### src/rtl/bresenham_ray_ctrl.sv
// bresenham_ray_ctrl
//
// Walks one Bresenham ray from a start cell to an end cell and streams every
// traversed grid cell, one per cycle, on a valid/ready interface. The octant
// is classified once per ray (x-negate, y-negate, axis-swap). Stepping runs
// in the normalised first octant, and each step is mapped back to grid indices.
//
// Ports:
//   clk, reset              rising-edge clock, synchronous active-high reset
//   start_valid/start_ready ray request handshake (ready only in idle)
//   x0, y0, x1, y1          ray origin and end cell, sampled on accept
//   cell_x, cell_y          emitted cell indices
//   cell_valid/cell_ready   output cell handshake
//   cell_last               marks the final cell of the ray
//   busy                    high while a ray is being set up or stepped
//   done                    one-cycle pulse after the final handshake
//
// Build option: define RAY_EXCLUDE_ENDPOINT_EN to omit the end cell, which
// gives a free-space ray of M cells. A zero-length ray then emits nothing.
// All outputs are registered.

module bresenham_ray_ctrl #(
  parameter int unsigned X_WIDTH = 8,
  parameter int unsigned Y_WIDTH = 7
) (
  input  logic               clk,
  input  logic               reset,
  input  logic               start_valid,
  output logic               start_ready,
  input  logic [X_WIDTH-1:0] x0,
  input  logic [Y_WIDTH-1:0] y0,
  input  logic [X_WIDTH-1:0] x1,
  input  logic [Y_WIDTH-1:0] y1,
  output logic [X_WIDTH-1:0] cell_x,
  output logic [Y_WIDTH-1:0] cell_y,
  output logic               cell_valid,
  input  logic               cell_ready,
  output logic               cell_last,
  output logic               busy,
  output logic               done
);

  localparam int unsigned W  = (X_WIDTH > Y_WIDTH) ? X_WIDTH : Y_WIDTH;
  localparam int unsigned EW = W + 3;

  typedef enum logic [1:0] {StIdle, StSetup, StStep} state_e;

  state_e state_q, state_d;

  logic [X_WIDTH-1:0] x0_q, x0_d, x1_q, x1_d;
  logic [Y_WIDTH-1:0] y0_q, y0_d, y1_q, y1_d;
  logic               sx_q, sx_d, sy_q, sy_d, swap_q, swap_d;
  logic [W-1:0]       maj_q, maj_d, min_q, min_d;
  logic [W-1:0]       u_q, u_d, v_q, v_d;
  logic signed [EW-1:0] err_q, err_d;

  logic               start_ready_q, start_ready_d;
  logic               cell_valid_q, cell_valid_d;
  logic               cell_last_q, cell_last_d;
  logic               busy_q, busy_d;
  logic               done_q, done_d;
  logic [X_WIDTH-1:0] cell_x_q, cell_x_d;
  logic [Y_WIDTH-1:0] cell_y_q, cell_y_d;

  // Octant classification from the latched endpoints.
  logic signed [X_WIDTH:0] dx, adx;
  logic signed [Y_WIDTH:0] dy, ady;
  logic [W-1:0]            ax, ay, s_maj, s_min;
  logic                    s_sx, s_sy, s_swap;
  logic signed [EW-1:0]    s_err;

  always_comb begin
    dx     = $signed({1'b0, x1_q}) - $signed({1'b0, x0_q});
    dy     = $signed({1'b0, y1_q}) - $signed({1'b0, y0_q});
    s_sx   = dx[X_WIDTH];
    s_sy   = dy[Y_WIDTH];
    adx    = s_sx ? -dx : dx;
    ady    = s_sy ? -dy : dy;
    // The magnitudes are at most 2^width - 1, so the sign bit of adx/ady is always clear.
    ax     = W'($unsigned(adx));
    ay     = W'($unsigned(ady));
    s_swap = ay > ax;  // ties stay x-major
    s_maj  = s_swap ? ay : ax;
    s_min  = s_swap ? ax : ay;
    s_err  = $signed({2'b00, s_min, 1'b0}) - $signed({3'b000, s_maj});
  end

  // Error increments for the two step kinds: 2m and 2(m - M).
  logic signed [EW-1:0] min2, dif2;
  logic                 err_pos;

  assign min2    = $signed({2'b00, min_q, 1'b0});
  assign dif2    = min2 - $signed({2'b00, maj_q, 1'b0});
  assign err_pos = !err_q[EW-1] && (err_q != '0);

  function automatic logic [X_WIDTH-1:0] map_x(logic [X_WIDTH-1:0] org, logic neg,
                                               logic [W-1:0] step);
    logic [X_WIDTH-1:0] s;
    s = X_WIDTH'(step);
    return neg ? org - s : org + s;
  endfunction

  function automatic logic [Y_WIDTH-1:0] map_y(logic [Y_WIDTH-1:0] org, logic neg,
                                               logic [W-1:0] step);
    logic [Y_WIDTH-1:0] s;
    s = Y_WIDTH'(step);
    return neg ? org - s : org + s;
  endfunction

  always_comb begin
    state_d      = state_q;
    x0_d         = x0_q;
    y0_d         = y0_q;
    x1_d         = x1_q;
    y1_d         = y1_q;
    sx_d         = sx_q;
    sy_d         = sy_q;
    swap_d       = swap_q;
    maj_d        = maj_q;
    min_d        = min_q;
    u_d          = u_q;
    v_d          = v_q;
    err_d        = err_q;
    cell_valid_d = cell_valid_q;
    cell_last_d  = cell_last_q;
    cell_x_d     = cell_x_q;
    cell_y_d     = cell_y_q;
    done_d       = 1'b0;

    unique case (state_q)
      StIdle: begin
        if (start_valid) begin
          x0_d    = x0;
          y0_d    = y0;
          x1_d    = x1;
          y1_d    = y1;
          state_d = StSetup;
        end
      end

      StSetup: begin
        sx_d     = s_sx;
        sy_d     = s_sy;
        swap_d   = s_swap;
        maj_d    = s_maj;
        min_d    = s_min;
        err_d    = s_err;
        u_d      = '0;
        v_d      = '0;
        cell_x_d = x0_q;
        cell_y_d = y0_q;
`ifdef RAY_EXCLUDE_ENDPOINT_EN
        if (s_maj == '0) begin
          state_d = StIdle;
          done_d  = 1'b1;
        end else begin
          state_d      = StStep;
          cell_valid_d = 1'b1;
          cell_last_d  = (s_maj == W'(1));
        end
`else
        state_d      = StStep;
        cell_valid_d = 1'b1;
        cell_last_d  = (s_maj == '0);
`endif
      end

      StStep: begin
        // Without a handshake, every register holds its value, which freezes the output.
        if (cell_valid_q && cell_ready) begin
          if (cell_last_q) begin
            state_d      = StIdle;
            cell_valid_d = 1'b0;
            cell_last_d  = 1'b0;
            done_d       = 1'b1;
          end else begin
            u_d = u_q + W'(1);
            if (err_pos) begin
              v_d   = v_q + W'(1);
              err_d = err_q + dif2;
            end else begin
              err_d = err_q + min2;
            end
            cell_x_d = map_x(x0_q, sx_q, swap_q ? v_d : u_d);
            cell_y_d = map_y(y0_q, sy_q, swap_q ? u_d : v_d);
`ifdef RAY_EXCLUDE_ENDPOINT_EN
            cell_last_d = (u_d == maj_q - W'(1));
`else
            cell_last_d = (u_d == maj_q);
`endif
          end
        end
      end

      default: state_d = StIdle;
    endcase

    start_ready_d = (state_d == StIdle);
    busy_d        = (state_d != StIdle);
  end

  always_ff @(posedge clk) begin
    if (reset) begin
      state_q       <= StIdle;
      x0_q          <= '0;
      y0_q          <= '0;
      x1_q          <= '0;
      y1_q          <= '0;
      sx_q          <= 1'b0;
      sy_q          <= 1'b0;
      swap_q        <= 1'b0;
      maj_q         <= '0;
      min_q         <= '0;
      u_q           <= '0;
      v_q           <= '0;
      err_q         <= '0;
      start_ready_q <= 1'b1;
      cell_valid_q  <= 1'b0;
      cell_last_q   <= 1'b0;
      busy_q        <= 1'b0;
      done_q        <= 1'b0;
      cell_x_q      <= '0;
      cell_y_q      <= '0;
    end else begin
      state_q       <= state_d;
      x0_q          <= x0_d;
      y0_q          <= y0_d;
      x1_q          <= x1_d;
      y1_q          <= y1_d;
      sx_q          <= sx_d;
      sy_q          <= sy_d;
      swap_q        <= swap_d;
      maj_q         <= maj_d;
      min_q         <= min_d;
      u_q           <= u_d;
      v_q           <= v_d;
      err_q         <= err_d;
      start_ready_q <= start_ready_d;
      cell_valid_q  <= cell_valid_d;
      cell_last_q   <= cell_last_d;
      busy_q        <= busy_d;
      done_q        <= done_d;
      cell_x_q      <= cell_x_d;
      cell_y_q      <= cell_y_d;
    end
  end

  assign start_ready = start_ready_q;
  assign cell_valid  = cell_valid_q;
  assign cell_last   = cell_last_q;
  assign busy        = busy_q;
  assign done        = done_q;
  assign cell_x      = cell_x_q;
  assign cell_y      = cell_y_q;

endmodule

### config.mk
export PLATFORM = sky130hd
export DESIGN_NAME = bresenham_ray_ctrl
export DESIGN_NICKNAME = d
export VERILOG_FILES = /design/src/rtl/bresenham_ray_ctrl.sv
export SDC_FILE = /design/constraint.sdc
export NUM_CORES = 1
export LEC_CHECK = 0
export ABC_CLOCK_PERIOD_IN_PS = 8100
export CORE_ASPECT_RATIO = 0.9
export CORE_MARGIN = 2
export CORE_UTILIZATION = 50
export DETAILED_ROUTE_END_ITERATION = 8
export GPL_TIMING_DRIVEN = 0
export PLACE_DENSITY = 0.7
export SLEW_MARGIN = 30
export SYNTH_ARGS = -nofsm -noshare
export SYNTH_HDL_FRONTEND = slang
export SYNTH_SLANG_ARGS = --single-unit
export TNS_END_PERCENT = 100
### constraint.sdc
create_clock -name clk -period 8.1 [get_ports clk]
set_input_delay 1.62 -clock clk [delete_from_list [all_inputs] [get_ports clk]]
set_output_delay 1.62 -clock clk [all_outputs]
set_load 0.01 [all_outputs]
==> impl_metrics.toml <==
[timing]
final.min_clock_period_ns = 7.04
relSlewSlack = 0.464
finalSetupViolations = 0
period_share = 0.869
worstMarginPinSlew_ns = 0.795
clock_skew_ns = 0.0103
hold_viol_final = 0
setup_tns_ns = 0
grt_setup_unrepaired = "no"
fmax_ghz = 0.142
drv_slew = 0

[clocking]
clock-sinks = 98
cts_buffers = 9
clk_latency_ns = 0.36
cts_root_buffer = "clkbuf_16"
postCtsSetupBuffers = 0
cts_tree = "yes"
cts_hold_buf = 0
ctsResizeCount = 0
htree_levels = 3
clk_pin_slew_ns = 0.07
clockBufferDepth = 2

[route]
vias_per_cell = 5.68
drt_first_pass_iters = 6
routed_wl_mm = 20.9
drc = 0
ant_nets = 0
vias = 6883
drt_iter0_drc = 612
wl_per_cell_um = 17.3

[finish]
fillers = 1366
nets = 1113
regArea_um2 = 1960
antenna_cells = 0
drive_gt1_frac = 0.0543
syn2layout_area_growth_pct = 14.6
multi_input_area_um2 = 5060

[pwr]
peakVddDrop_mv = 0.196
internal_power_uw = 1740
combPwrFrac = 0.680
pwr-share-clk = 0.141
p_leak_uw = 0.00336
powerDensity_nw_per_um2 = 383
p_sw_uw = 1500
switching_share = 0.462
power_frac_seq = 0.179
power_uw = 3240

[die]
rows = 42
start_util = 0.507
num_io_pins = 54
die_w_um = 132
die_h_um = 119
die_area_um2 = 15700
design.core.area_um2 = 14600

[outcome]
outcome = "finished clean"

[grt]
track_usage = 0.275
first_global_vias = 6522
antenna_found_initial = 0
grt-ovfl-total = 0
grt_max_degree = 19
grt_pass1_wl_mm = 34.2

[synth]
synth_seq_area_share = 0.266
async_reset_ff_frac = 0
syn_area_um2 = 7380
ys_types = 76
ys_seq_elements = 98
ys_warn_count = 0
synth_flop_cell = "dfxtp_1"
synthesis.nets = 1050
synth-edff-count = 0
synth_cells = 945
synth_area_per_cell_um2 = 7.81

[critical_path]
critical_path_class = "reg2reg"
crit_required_ns = 8.37
r2r_cells = 29
path_depth = 29
crit_slowest_cell = "o21ai_0"
cp_num_buf_inv = 3
crit_top_cell = "ha_1"
startpoint_type = "register"
crit_path_max_incr_delay_ns = 0.64
critPathArrivalTime_ns = 7.31
endpoint_kind = "register"
critPathTopFamily = "compound AO/OA/AOI/OAI gates"
crit_fanout = 10

[placement]
gp_congestion = 0.953
portBuffers = 52
dp_hpwl_mm = 16.0

[flow_run]
cap_viol_max_count = 0

[worst_hold_path]
holdCritPathClass = "reg2reg"
whs_path_depth = 2
==> area by class of cell <==
cell class	instances	share of cell area
buffer	44	0.0201
multi-input combinational	754	0.599
sequential	98	0.232
clock buffer	9	0.0266
tap	198	0.0293
timing repair buffer	52	0.0616
inverter	49	0.0218
clock inverter	7	0.00977
==> layout by cell type (no fill, tap or decap), types with 11 or more instances in the layout <==
master / netlist / final
clkbuf_1: 34 / 34
mux2i_1: 21 / 21
nor2b_1: 19 / 19
nor3_1: 12 / 12
nand3_1: 22 / 22
inv_1: 49 / 49
clkdlybuf4s50_1: 0 / 52
xor2_1: 26 / 26
a21o_1: 25 / 25
o21ai_0: 35 / 35
a21oi_1: 94 / 94
ha_1: 64 / 64
nor2_1: 82 / 82
xnor2_1: 54 / 54
dfxtp_1: 98 / 98
nand2_1: 147 / 147
a31oi_1: 11 / 11
==> synth_stat cells (2+ instances only) <==
library cell / count / share of area
ha_1: 64 / 0.11
mux2_2: 7 / 0.011
xor2_2: 2 / 0.0044
o32ai_1: 2 / 0.0024
nand3_1: 22 / 0.015
o21bai_1: 3 / 0.0031
clkbuf_1: 34 / 0.017
a21oi_2: 2 / 0.0024
nand3_2: 3 / 0.0041
o21a_1: 5 / 0.0051
and2_1: 6 / 0.0051
nor3b_1: 2 / 0.0020
a31o_2: 2 / 0.0024
nor2_1: 82 / 0.042
xnor2_1: 54 / 0.064
o22ai_1: 5 / 0.0042
nor2b_1: 19 / 0.016
a211oi_1: 9 / 0.0092
mux2i_1: 21 / 0.028
nor4_1: 4 / 0.0034
nand4_1: 5 / 0.0042
and3_1: 2 / 0.0017
nand2b_1: 9 / 0.0076
nor3_1: 12 / 0.0081
a21oi_1: 94 / 0.064
a211oi_2: 2 / 0.0034
fa_1: 7 / 0.019
o211ai_1: 8 / 0.0081
buf_1: 8 / 0.0041
nor3_2: 3 / 0.0041
o21ai_0: 35 / 0.024
a31oi_1: 11 / 0.0093
a31oi_2: 2 / 0.0034
or3_1: 6 / 0.0051
a311oi_1: 9 / 0.011
inv_1: 49 / 0.025
nand2_1: 147 / 0.075
a22oi_1: 3 / 0.0031
a21o_1: 25 / 0.025
dfxtp_1: 98 / 0.27
or2_2: 2 / 0.0017
xor2_1: 26 / 0.031
==> power by group through the flow <==
stage / registers [uW] / logic, uW / clock network, uW
final: 580 / 2200 / 456
after global routing: 586 / 2430 / 483
after CTS: 579 / 2170 / 463
after detailed placement: 589 / 2150 / 0
after global placement: 590 / 2130 / 0
after floorplan: 576 / 1730 / 0
==> registers in the layout, indices dropped and copies added (netlist names), 8 cells and up <==
signal	cells
cell_x	8
err_q	11
maj_q	8
min_q	8
u_q	8
v_q	8
x0_q	8
x1_q	8
==> worst reg2reg max path: cells and delay by family, from the launching register on <==
kind | cells | cell delay, ns
multiplexers | 1 | 0.28
AND/OR/NAND/NOR | 6 | 0.69
AO/OA/AOI/OAI | 15 | 3.81
adder cells (fa/ha/maj) | 4 | 1.34
buffers and inverters | 3 | 0.39
flip-flops | 1 | 0.42
==> metrics by stage <==
step | std cells | instance area [um2] | utilization | hold WS, ns | setup slack [ns]
global placement | 1195 | 8140 | 0.559 | 0.446 | 1.27
floorplan | 945 | 7380 | - | 0.436 | 2.24
detailed placement | 1195 | 8140 | 0.559 | 0.448 | 1.24
finish | 1211 | 8450 | 0.581 | 0.460 | 1.06
CTS | 1211 | 8450 | 0.581 | 0.460 | 1.19
global route | 1211 | 8450 | 0.581 | 0.488 | 0.616
==> cells by family (layout without fill, tap and decap cells) <==
kind of cell    Yosys count  after routing  synth area share
flops                    98             98             0.266
mux                      29             29            0.0407
simple gates            333            333             0.206
buf+inv                  93            161            0.0480
fa+ha+maj                72             72             0.129
compound gates          237            237             0.209
xor+xnor                 83             83             0.102
==> layer usage <==
metal,vias to the layer above,track usage,part of all wire
met5,-,0,0
met4,0,0.0727,0.022
met3,36,0.0481,0.064
met2,241,0.442,0.45
met1,3192,0.382,0.47
li1,3414,-,-
==> worst paths after layout <==
check | from | endpoint | slack (ns)
max | x0_q[2]$_SDFFE_PP0P_ | err_q[9]$_SDFFE_PP0P_ | 1.06
min | cell_y[2]$_SDFFE_PP0P_ | cell_y[2]$_SDFFE_PP0P_ | 0.46
max reg2reg | x0_q[2]$_SDFFE_PP0P_ | err_q[9]$_SDFFE_PP0P_ | 1.06
min reg2reg | cell_y[2]$_SDFFE_PP0P_ | cell_y[2]$_SDFFE_PP0P_ | 0.46
(Power assumes the default switching activity.)
